### src/rtl/imem_boot_loader.sv
`default_nettype none
`timescale 1ns/1ps
// ============================================================================
// imem_boot_loader : loads a length-prefixed byte stream into instruction
// memory and holds the CPU in reset until the image is complete.
// Optional checksum trailer byte: define IMEM_BOOT_CHECKSUM_EN.
// Revision: 1.0
// ============================================================================
module imem_boot_loader #(
  parameter int ADDR_W = 8,
  parameter int DATA_W = 32
) (
  input  logic              CLK,
  input  logic              RST,
  input  logic              START,
  input  logic              IN_VALID,
  input  logic [7:0]        IN_DATA,
  output logic              IN_READY,
  output logic              MEM_WE,
  output logic [ADDR_W-1:0] MEM_ADDR,
  output logic [DATA_W-1:0] MEM_WDATA,
  output logic              CPU_RST,
  output logic              BUSY,
  output logic              DONE,
  output logic              ERR
);

  typedef enum logic [2:0] {
    IDLE   = 3'd0,
    LEN_LO = 3'd1,
    LEN_HI = 3'd2,
    DATA   = 3'd3,
    DONE_S = 3'd4,
    ERR_S  = 3'd5
`ifdef IMEM_BOOT_CHECKSUM_EN
    , CSUM = 3'd6
`endif
  } state_t;

  localparam int unsigned c_capacity = 32'd1 << ADDR_W;
`ifdef IMEM_BOOT_CHECKSUM_EN
  localparam state_t c_last_state = CSUM;
`else
  localparam state_t c_last_state = DONE_S;
`endif

  state_t              state_q, state_d;
  logic [1:0]          byte_cnt_q, byte_cnt_d;
  logic [15:0]         word_cnt_q, word_cnt_d;
  logic [15:0]         len_q, len_d;
  logic [23:0]         asm_q, asm_d;
  logic                we_q, we_d;
  logic [ADDR_W-1:0]   addr_q, addr_d;
  logic [DATA_W-1:0]   wdata_q, wdata_d;
`ifdef IMEM_BOOT_CHECKSUM_EN
  logic [7:0]          csum_q, csum_d;
`endif

  logic                w_in_load;
  logic                w_fire;
  logic                w_busy;
  logic                w_done;
  logic [15:0]         w_len_full;

  always_comb begin
    w_in_load = (state_q == LEN_LO) || (state_q == LEN_HI) || (state_q == DATA);
`ifdef IMEM_BOOT_CHECKSUM_EN
    w_in_load = w_in_load || (state_q == CSUM);
`endif
  end

  // The final write pulse still counts as busy; DONE appears the cycle after.
  assign w_busy     = w_in_load || ((state_q == DONE_S) && we_q);
  assign w_done     = (state_q == DONE_S) && !we_q;
  assign w_fire     = IN_VALID && w_in_load;
  assign w_len_full = {IN_DATA, len_q[7:0]};

  always_comb begin
    state_d    = state_q;
    byte_cnt_d = byte_cnt_q;
    word_cnt_d = word_cnt_q;
    len_d      = len_q;
    asm_d      = asm_q;
    we_d       = 1'b0;
    addr_d     = addr_q;
    wdata_d    = wdata_q;
`ifdef IMEM_BOOT_CHECKSUM_EN
    csum_d     = csum_q;
    if (w_fire) begin
      csum_d = csum_q ^ IN_DATA;
    end
`endif
    case (state_q)
      IDLE, DONE_S, ERR_S: begin
        if (START && !w_busy) begin
          state_d    = LEN_LO;
          byte_cnt_d = 2'd0;
          word_cnt_d = 16'd0;
          len_d      = 16'd0;
          addr_d     = '0;
`ifdef IMEM_BOOT_CHECKSUM_EN
          csum_d     = 8'd0;
`endif
        end
      end
      LEN_LO: begin
        if (w_fire) begin
          len_d[7:0] = IN_DATA;
          state_d    = LEN_HI;
        end
      end
      LEN_HI: begin
        if (w_fire) begin
          len_d = w_len_full;
          if (32'(w_len_full) > c_capacity) begin
            state_d = ERR_S;
          end else if (w_len_full == 16'd0) begin
            state_d = c_last_state;
          end else begin
            state_d = DATA;
          end
        end
      end
      DATA: begin
        if (w_fire) begin
          byte_cnt_d = byte_cnt_q + 2'd1;
          case (byte_cnt_q)
            2'd0: asm_d[7:0]   = IN_DATA;
            2'd1: asm_d[15:8]  = IN_DATA;
            2'd2: asm_d[23:16] = IN_DATA;
            default: begin
              // Separate write register frees asm_q for the next word at once.
              we_d       = 1'b1;
              wdata_d    = {IN_DATA, asm_q};
              addr_d     = word_cnt_q[ADDR_W-1:0];
              word_cnt_d = word_cnt_q + 16'd1;
              if ((word_cnt_q + 16'd1) == len_q) begin
                state_d = c_last_state;
              end
            end
          endcase
        end
      end
`ifdef IMEM_BOOT_CHECKSUM_EN
      CSUM: begin
        if (w_fire) begin
          state_d = (IN_DATA == csum_q) ? DONE_S : ERR_S;
        end
      end
`endif
      default: state_d = IDLE;
    endcase
  end

  always_ff @(posedge CLK) begin
    if (RST) begin
      state_q    <= IDLE;
      byte_cnt_q <= 2'd0;
      word_cnt_q <= 16'd0;
      len_q      <= 16'd0;
      asm_q      <= 24'd0;
      we_q       <= 1'b0;
      addr_q     <= '0;
      wdata_q    <= '0;
`ifdef IMEM_BOOT_CHECKSUM_EN
      csum_q     <= 8'd0;
`endif
    end else begin
      state_q    <= state_d;
      byte_cnt_q <= byte_cnt_d;
      word_cnt_q <= word_cnt_d;
      len_q      <= len_d;
      asm_q      <= asm_d;
      we_q       <= we_d;
      addr_q     <= addr_d;
      wdata_q    <= wdata_d;
`ifdef IMEM_BOOT_CHECKSUM_EN
      csum_q     <= csum_d;
`endif
    end
  end

  assign IN_READY  = w_in_load;
  assign MEM_WE    = we_q;
  assign MEM_ADDR  = addr_q;
  assign MEM_WDATA = wdata_q;
  assign BUSY      = w_busy;
  assign DONE      = w_done;
  assign CPU_RST   = !w_done;
  assign ERR       = (state_q == ERR_S);

endmodule
`default_nettype wire
### config.mk
export PLATFORM = sky130hd
export DESIGN_NAME = imem_boot_loader
export DESIGN_NICKNAME = d
export VERILOG_FILES = /design/src/rtl/imem_boot_loader.sv
export SDC_FILE = /design/constraint.sdc
export NUM_CORES = 1
export LEC_CHECK = 0
export CAP_MARGIN = 40
export CORE_ASPECT_RATIO = 1.2
export CORE_MARGIN = 4
export CORE_UTILIZATION = 45
export DETAILED_ROUTE_END_ITERATION = 7
export PLACE_DENSITY = 0.69
export REMOVE_ABC_BUFFERS = 1
export SLEW_MARGIN = 0
export SYNTH_ARGS = -nofsm -noshare
export SYNTH_HDL_FRONTEND = slang
export SYNTH_SLANG_ARGS = --single-unit
### constraint.sdc
create_clock -name CLK -period 4.8 [get_ports CLK]
set_clock_uncertainty 0.1 [all_clocks]
set_input_delay 0.96 -clock CLK [delete_from_list [all_inputs] [get_ports CLK]]
set_output_delay 0.96 -clock CLK [all_outputs]
set_load 0.03 [all_outputs]
==> metrics.md <==
| Metric | Value |
|---|---|
| Status | finished, final reports clean |
| Clock Sink Count | 102 |
| Max-Cap Viols | 0 |
| Largest vdd supply drop | 431 uV |
| DIE AREA | 12200 sq um |
| Core Region | 10200 sq um |
| H-tree depth | 3 |
| Post-DP HPWL | 8220 microns |
| Fill count | 962 |
| Worst setup margin | 1620 ps |
| Post-synth ARST share | 0% |
| Final Slew Violations | 0 |
| Setup TNS | 0 ps |
| Vias in the first global route | 4047 |
| WP data arrival | 2120 ps |
| DRC viols | 0 |
| Hold WC Path Type | flop to flop |
| Pleak | 1.88 nW |
| Post-cts resize count | 0 |
| Tcrit/Tclk final | 66.2% |
| Critical Path RT | 3740 ps |
| CTS Root Cell | clkbuf_16 |
| Post-CTS Hold Fix Bufs | 0 |
| Die Ht | 120 microns |
| Worst skew pair latency | 350 ps |
| Clock Path Buffers | 2 |
| RSZ-0062 raised after global routing | false |
| Area grow syn2layout | 20.0% |
| Worst Tran Pin Value | 917 ps |
| Reg2reg start | word_cnt_q[0] |
| Initial DRC count | 288 |
| Drt wl/cell | 15.5 microns |
| Via density | 5.62 |
| CP max FO | 17 |
| Gpl congestion | 0.928 |
| Largest net degree at the start of global routing | 39 |
| Hold Violations, Final | 0 |
| Yosys reg bits | 102 |
| Antenna violations before repair | 0 |
| Mapped Cells | 612 |
| Worst Setup SP | state_q[0] |
| Commonest non-fill, non-tap cell in the layout | nand2_1 |
| Crit end category | primary output |
| Buffers on Ports | 57 |
| Startpoint types | flop |
| Commonest non-fill, non-tap cells in the layout | 124 x nand2_1, 102 x dfxtp_1, 90 x a21oi_1, 56 x clkdlybuf4s50_1, 48 x nand3_1 |
| Antenna Nets Post-Route | 0 |
| First-pass GRT wire length | 19900 microns |
| Hold_sp | MEM_WDATA[12] |
| Total GRT Usage | 20.2% |
| Total congestion overflow | 0 |
| Nets@finish | 660 |
| Antenna diodes | 0 |
| CTS Buf Count | 9 |
| Share of layout cells above drive strength 1 | 5.71% |
| Critical path type | flop to primary output |
| Starting density of the core | 46.5% |
| Worst slack, placed | 1410 ps |
| Period minus WS final | 3180 ps |
| DIE WIDTH | 102 microns |
| Power per cell area | 405 nW/um^2 |
| Total wire length | 12000 microns |
| Site row count | 40 |
| Vias | 4348 |
| Seq/Total Area, Yosys | 43.2% |
| Avg Cell Area, Syn | 7.72 sq um |
| Top_reg_cell synth | dfxtp_1 |
| # IOs | 58 |
| Worst slew margin | 37.3% |
| Pre-antenna DRT Iters | 5 |
| Yosys warning total | 0 |
| Synth Cell Area | 4730 sq um |
| Number of synthesized flops with an enable pin | 0 |
| TritonCTS clock tree | done |
| Post-synth cell types | 55 |
| Setup Viol. Count Final | 0 |
| Clk slew on worst S/H paths | 70 ps |
| Post-CTS Setup Repair Bufs | 0 |
| Achievable Freq | 315 MHz |
-- critical path, stage by stage (launching register included) --
cell	delay, ps
dfxtp_1	650
nor2_1	210
o21ai_0	210
clkdlybuf4s50_1	700
-- routing by layer --
layer / vias up / track usage [%] / part of all wire, %
met4: 0 / 8.56 / 1.8
met5: - / 0 / 0
met3: 16 / 2.60 / 4.6
met2: 117 / 31.3 / 47
met1: 2018 / 28.0 / 47
li1: 2197 / - / -
-- flip-flops by register name, summed over array words and instances, names as in the netlist --
name and cells:
MEM_ADDR 8, MEM_WDATA 32, MEM_WE 1, asm_q 24, byte_cnt_q 2, len_q 16, state_q 3, word_cnt_q 16
-- path summary, 6_finish.rpt --
kind                            depth (start not counted)       endpoint  slack (ps)
worst max register to register                          7     state_q[1]        1680
worst min-delay path                                    2  MEM_WDATA[12]         360
worst min register to register                          2  MEM_WDATA[12]         360
worst max-delay path                                    3           BUSY        1620
-- cell usage after synthesis (all sizes together), types with 4 or more instances --
cell | number | area share [%]
o21a | 4 | 0.64
nor3 | 11 | 1.2
dfxtp | 102 | 43
a21oi | 90 | 9.5
ha | 5 | 1.3
nand2 | 124 | 9.8
nand3b | 6 | 0.95
clkbuf | 36 | 2.9
o21ai | 17 | 1.8
xnor2 | 17 | 3.2
or3 | 6 | 0.79
nor4 | 11 | 1.8
inv | 9 | 0.71
and3b | 4 | 0.74
xor2 | 6 | 1.1
nand4 | 7 | 1.2
nor2 | 44 | 3.5
nand3 | 49 | 5.3
buf | 8 | 0.79
a22oi | 10 | 1.6
-- logic make-up after synthesis --
kind of cell    Yosys count  synth area share [%]
compound gates          151                  19.0
flops                   102                  43.2
simple gates            278                  27.8
fa+ha+maj                 5                  1.32
buf+inv                  53                  4.40
xor+xnor                 23                  4.26
-- area by class of cell --
type | instances | area (sq um) | area share [%]
Clock buffer | 10 | 239 | 4.21
Clock inverter | 6 | 75.1 | 1.32
Inverter | 9 | 33.8 | 0.596
Multi-Input combinational cell | 457 | 2510 | 44.2
Sequential cell | 102 | 2040 | 36.0
Tap cell | 126 | 158 | 2.78
Timing Repair Buffer | 64 | 618 | 10.9
-- report_power, final --
group	switching, mW	internal, mW	total, mW
sequential	0.0748	0.882	0.957
clock	0.332	0.428	0.760
combinational	0.381	0.199	0.581
total	0.788	1.51	2.30
-- metrics by stage --
step | hold WS, ps | instances | cell area (sq um) | total power [mW] | utilization, %
6_report | 356 | 774 | 5670 | 2.30 | 55.8
5_1_grt | 374 | 774 | 5670 | 2.41 | 55.8
4_1_cts | 358 | 774 | 5670 | 2.30 | 55.8
3_5_place_dp | 348 | 758 | 5360 | 1.54 | 52.7
3_3_place_gp | 339 | 758 | 5360 | 1.53 | 52.7
2_1_floorplan | 326 | 568 | 4550 | 1.34 | -
Note: power is estimated with default switching activity, not from simulation.
